`config.mk`:
```
export PLATFORM = sky130hd
export DESIGN_NAME = key_load_ctrl
export DESIGN_NICKNAME = d
export VERILOG_FILES = /design/src/rtl/key_load_ctrl.sv
export SDC_FILE = /design/constraint.sdc
export NUM_CORES = 1
export LEC_CHECK = 0
export ABC_AREA = 1
export CORE_ASPECT_RATIO = 0.9
export CORE_UTILIZATION = 55
export CTS_CLUSTER_DIAMETER = 120
export CTS_CLUSTER_SIZE = 25
export DETAILED_ROUTE_END_ITERATION = 8
export PLACE_DENSITY = 0.84
export SLEW_MARGIN = 10
export SYNTH_ARGS = -nofsm -noshare
export SYNTH_HDL_FRONTEND = slang
export SYNTH_SLANG_ARGS = --single-unit
```
`constraint.sdc`:
```
create_clock -name clk -period 2.2 [get_ports clk]
set_clock_uncertainty 0.15 [all_clocks]
set_input_delay 0.33 -clock clk [delete_from_list [all_inputs] [get_ports clk]]
set_output_delay 0.33 -clock clk [all_outputs]
set_load 0.01 [all_outputs]
```
`src/rtl/key_load_ctrl.sv`:
```
// key_load_ctrl
//   Collects the unlock key for the locked c432 netlist as a byte stream over
//   a valid/ready handshake. The key is assembled in a shadow register.
//   keyinput is driven only once a complete load has been accepted; until then
//   it is held at zero, so the locked circuit stays corrupted.
//
//   Optional feature macro: KEY_LOAD_PARITY_EN
//     defined   - one trailing byte must equal the XOR of all key bytes.
//                 A mismatch raises error and blanks the key.
//     undefined - the load completes after NBYTES transfers; error is tied to 0.
//
// Ports
//   clk        : clock
//   rst_n      : synchronous active-low reset
//   start      : one-cycle pulse that begins a load, or restarts one
//   byte_in    : key byte from secure storage
//   byte_valid : byte_in is valid
//   byte_ready : a byte is accepted this cycle (decoded from state only)
//   keyinput   : key bus to the locked netlist; bit i drives keyinput_i
//   key_valid  : keyinput holds a complete, accepted key
//   busy       : a load is in progress
//   error      : the last load failed its parity check
module key_load_ctrl #(
    parameter int KEY_W = 64
) (
    input  logic             clk,
    input  logic             rst_n,
    input  logic             start,
    input  logic [7:0]       byte_in,
    input  logic             byte_valid,
    output logic             byte_ready,
    output logic [KEY_W-1:0] keyinput,
    output logic             key_valid,
    output logic             busy,
    output logic             error
);

    localparam int NBYTES = KEY_W / 8;
    localparam int IDX_W  = (NBYTES > 1) ? $clog2(NBYTES) : 1;

`ifdef KEY_LOAD_PARITY_EN
    typedef enum logic [2:0] {IDLE, LOAD_KEY, LOAD_PAR, DONE, ERR} state_t;
`else
    typedef enum logic [1:0] {IDLE, LOAD_KEY, DONE} state_t;
`endif

    state_t                 state;
    logic [IDX_W-1:0]       cnt;
    logic [NBYTES-1:0][7:0] shadow;
    logic [NBYTES-1:0][7:0] shadow_nxt;
    logic                   last_byte;

`ifdef KEY_LOAD_PARITY_EN
    logic [7:0]             acc;
`else
    assign error = 1'b0;
`endif

    assign last_byte = (cnt == IDX_W'(NBYTES - 1));

    // Shadow contents including the byte being transferred this cycle.
    // Without parity, this lets the key go straight to keyinput on the
    // edge that accepts the last byte.
    always_comb begin
        shadow_nxt      = shadow;
        shadow_nxt[cnt] = byte_in;
    end

    // byte_ready and busy are registered alongside the state.
    // byte_ready is therefore a pure decode of state: 1 exactly in
    // LOAD_KEY/LOAD_PAR. Because of that, a transfer in those states is
    // just byte_valid.
    always_ff @(posedge clk) begin
        if (!rst_n) begin
            state      <= IDLE;
            cnt        <= '0;
            shadow     <= '0;
            byte_ready <= 1'b0;
            busy       <= 1'b0;
            key_valid  <= 1'b0;
            keyinput   <= '0;
`ifdef KEY_LOAD_PARITY_EN
            acc        <= '0;
            error      <= 1'b0;
`endif
        end else if (start) begin
            // start has priority in every state. It drops any published key.
            // It also discards a byte presented in the same cycle.
            state      <= LOAD_KEY;
            cnt        <= '0;
            shadow     <= '0;
            byte_ready <= 1'b1;
            busy       <= 1'b1;
            key_valid  <= 1'b0;
            keyinput   <= '0;
`ifdef KEY_LOAD_PARITY_EN
            acc        <= '0;
            error      <= 1'b0;
`endif
        end else begin
            case (state)
                LOAD_KEY: begin
                    if (byte_valid) begin
                        shadow <= shadow_nxt;
                        cnt    <= cnt + 1'b1;
`ifdef KEY_LOAD_PARITY_EN
                        acc    <= acc ^ byte_in;
                        if (last_byte) state <= LOAD_PAR;
`else
                        if (last_byte) begin
                            state      <= DONE;
                            byte_ready <= 1'b0;
                            busy       <= 1'b0;
                            key_valid  <= 1'b1;
                            keyinput   <= shadow_nxt;
                        end
`endif
                    end
                end
`ifdef KEY_LOAD_PARITY_EN
                LOAD_PAR: begin
                    if (byte_valid) begin
                        byte_ready <= 1'b0;
                        busy       <= 1'b0;
                        if (byte_in == acc) begin
                            state     <= DONE;
                            key_valid <= 1'b1;
                            keyinput  <= shadow;
                        end else begin
                            // Wipe the shadow so that no partial key persists.
                            state  <= ERR;
                            error  <= 1'b1;
                            shadow <= '0;
                        end
                    end
                end
`endif
                default: ;
            endcase
        end
    end

endmodule

```
# After elaboration in Yosys (flattened, before gate mapping)
# Index checks and enable logic that the tools add are counted.
# totals
reg_bits,134
latch_bits,0
ram_bits,0
romBits,0
output_inout_bits,68
word_cells,38
n_memories,0
# classes
addsub,1
mul,0
n_div,0
magnitude_cmp,2
eq_ne,2
shifts,0
mux,11
bitwise,1
reduce_logical,8
# ops
cell,count
$bwmux 64,1
$demux 8 s3,1
$mux 1,8
$mux 8,1
$reduce_and 3->1,2
$reduce_bool 2->1,3
$lt 3x4->1 const B,1
$add 3x1->3 const B,1
$eq 3x3->1 const B,1
$ge 3x1->1 const B,1
$eq 2x1->1 const B,1
$reduce_and 2->1,1
$reduce_or 2->1,1
$logic_and 1x1->1,1
$not 1->1,1

# Logic depth before layout (Yosys ltp)
# logic_depth
ltp_word,5
depth_mapped,10
depth_no_buf,8

# Least setup slack after synthesis
# Ideal clock, no wire load.
# synth_path
path_type,register to register
startpoint,reg cnt[1]
endpoint,reg keyinput[10]
setup_ns,0.109
arrival_ns,1.272
required_ns,1.941
path_slack_ns,0.670
stages_incl_launch_ff,10
path_buffers,2
period_less_slack_ns,1.530
cell_sequence,dfxtp_1 ha_1 ha_1 nand2_1 nor2_1 buf_2 buf_4 nand3_1 nand2_1 inv_1
# synth_between
elab_chain_cells,5
elab_cells_between_ends,8
cone_classes,order compare (2); eq/ne (1); mux (3); reduce/logical (2)
# synth_rtl
item,line_no,rtl
start: declaration,48,logic [IDX_W-1:0] cnt;
start signal: assignment,105,cnt <= cnt + 1'b1;
$lt 3x4->1 (not written as such) or $ge 3x1->1 (tied branches),66,shadow_nxt[cnt] = byte_in;
$logic_and 1x1->1 (not written as such),66,
$mux 8 (not written as such),66,
$demux 8 s3,66,
$bwmux 64,66,
end signal: assignment,115,keyinput <= shadow_nxt;
end: declaration,32,"output logic [KEY_W-1:0] keyinput,"
# Several ways; a longest one is shown, not always the timed one.
# A chain may end at the register's enable or synchronous reset.

==> impl_metrics.toml <==
[run_status]
status = "complete, no violations"

[worst_setup_path]
worstReg2RegStart = "cnt[2]"
cp_num_buf_inv = 1
crit_type = "reg2out"
slowest_delay_ps = 670
regToRegSetupSlack_ps = 360
worstSetupEndpointType = "output port"
path_max_fanout = 7
worstRegToRegCells = 6
critPathRequiredTime_ps = 1720
critPathSlowestCell = "clkdlybuf4s50_1"
crit_family = "buffers and inverters"
cp.arrival_ps = 1610
start_kind = "flop"
r2r_end = "keyinput[63]"
startpoint = "state[0]"
crit_chain = "clkdlybuf4s50_1"

[synth]
syn_area_per_cell_um2 = 6.633
yosysMostFrequentCell = "nand2_1"
synth-async-reset-ratio = 0
yosysTopAreaCell = "dfxtp_1"
synth_seq_cells = 133
syn-cell-area_mm2 = 0.006494
synthCells = 979
ys_warn_count = 0
ys.flop_type = "dfxtp_1"
synth.top_cell.area_share = 0.4100
synthDistinctLibCells = 23
yosysSeqAreaShare = 0.4100
synth_edf_count = 0
yosys-top-cells-area = "dfxtp_1 (41%), nand2_1 (12%), nor2_1 (11%), nand3_1 (9.0%), inv_1 (7.7%)"
syn-num-nets = 993
synth_common_cells = "nand2_1 (199), nor2_1 (194), dfxtp_1 (133), inv_1 (133), nand3_1 (117)"

[timing]
maxSlewViolCount = 0
hold_ws_ps = 347.4
max_freq_mhz = 478.5
tns_ps = 0
period_share = 0.9500
fin_crit_ps = 2090
finalSetupViolations = 0
slew_headroom = 0.6179
final-hold-violation-count = 0
rsz0062_at_grt = "no"
tightest_slew_ps = 571.3

[floorplanning]
rows = 37
dieWidth_um = 116.5
die_area_mm2 = 0.01225
start_util = 0.5656
die_h_um = 105.1
core_mm2 = 0.01148
ios = 80

[grt]
grt_max_degree = 74
grt_pass1_wl_um = 25450
antenna_found_initial = 0
globalRoute.totalOverflow = 0
grt_pass1_vias = 5579
track_usage = 0.2639

[power_and_ir_drop]
p_per_area_mw_per_mm2 = 712.0
peakVddDrop_mv = 0.4623
leakagePower_nw = 3.659

[clocking]
numCtsBuffers = 17
cts_root_buf = "clkbuf_16"
cts_setup_buffers = 0
ctsResizeCount = 0
ctsHoldBuffers = 0
cts_tree = "yes"
htreeDepth = 4
clkSinkCount = 133
clock_latency_ps = 410
clkSlewWorstSetupHoldPaths_ps = 50
cts.path.max_buffers = 2

[detailed_routing]
viasPerCell = 5.190
first_pass_iters = 5
routed_wl_um = 15410
route.detailed.drc = 0
drtIter0Drc = 451
vias = 6186
ant_nets = 0
wl_per_cell_um = 12.93

[finish]
num-nets-final = 1038
diodes = 0
drive_above_1_share = 0.06371
area_growth_pct = 20.46

[worst_hold_path]
hold_depth = 3
hold_class = "in2reg"
hold_path_startpoint = "rst_n"
holdPathEnd = "state[0]"

[placement]
port_buffers = 78
dpl.hpwl_um = 9408
gp_congestion = 0.7963

[run]
drv_cap = 0
area by class of cell:
| cell class | count | area [um^2] |
|---|---|---|
| flip-flops and latches | 133 | 2663 |
| clock inverters | 4 | 70.07 |
| repair buffers | 96 | 1016 |
| inverters | 138 | 518.0 |
| well taps | 156 | 195.2 |
| clock buffers | 27 | 493.0 |
| multi-input cells | 638 | 2868 |
| fillers | 1022 | 3659 |
layer usage:
metal,part of all wire,up-vias,GRT usage
met5,0,-,0
met3,0.066,34,0.05162
met4,0.021,0,0.1067
li1,-,3146,-
met2,0.47,241,0.4421
met1,0.44,2765,0.3287
report_power, final:
group	internal [mW]	total [mW]	leakage (nW)	switching, mW
Clock	1.75	2.72	0.275	0.973
Sequential	2.45	2.47	1.08	0.0226
Combinational	0.126	0.379	2.31	0.253
worst max path at each step:
stage,end,slack (ps),cells past startpoint
after floorplan,keyinput[10],670,9
after global placement,shadow[54],330,7
after detailed placement,shadow[40],290,8
after CTS,byte_ready,130,1
after global routing,byte_ready,110,1
final,byte_ready,110,1
metrics by stage:
step,worst slack [ps],instances,util,instance area [um^2],power (mW)
after global routing,108.1,1192,0.6813,7823,5.743
final,110.0,1192,0.6813,7823,5.569
after global placement,329.2,1161,0.6323,7259,2.877
after floorplan,669.7,979,-,6494,2.806
after CTS,126.8,1192,0.6813,7823,5.586
after detailed placement,293.0,1161,0.6323,7259,2.886
cells by family (layout without fill, tap and decap cells):
group | Yosys count | count (layout) | share of synthesized area
AOI/OAI and AO/OA | 72 | 72 | 0.06243
adders and majority gates | 2 | 2 | 0.003853
buffers and inverters | 208 | 265 | 0.1507
DFF | 133 | 133 | 0.4100
other | 1 | 1 | 0.0005775
and+or+nand+nor | 563 | 563 | 0.3724
placed cells by master, fill, tap and decap left out, drive strengths merged:
master	count
a21oi	36
buf	18
bufinv	2
clkbuf	27
clkdlybuf4s50	78
clkinv	2
conb	1
dfxtp	133
ha	2
inv	138
nand2	199
nand3	119
nand4	48
nor2	197
o21ai	36
flip-flops by register name, indices dropped and copies added (netlist names):
signal,flops
keyinput,64
shadow,64
cnt,3
state,2
No activity file was read; power rests on OpenSTA's default activity.
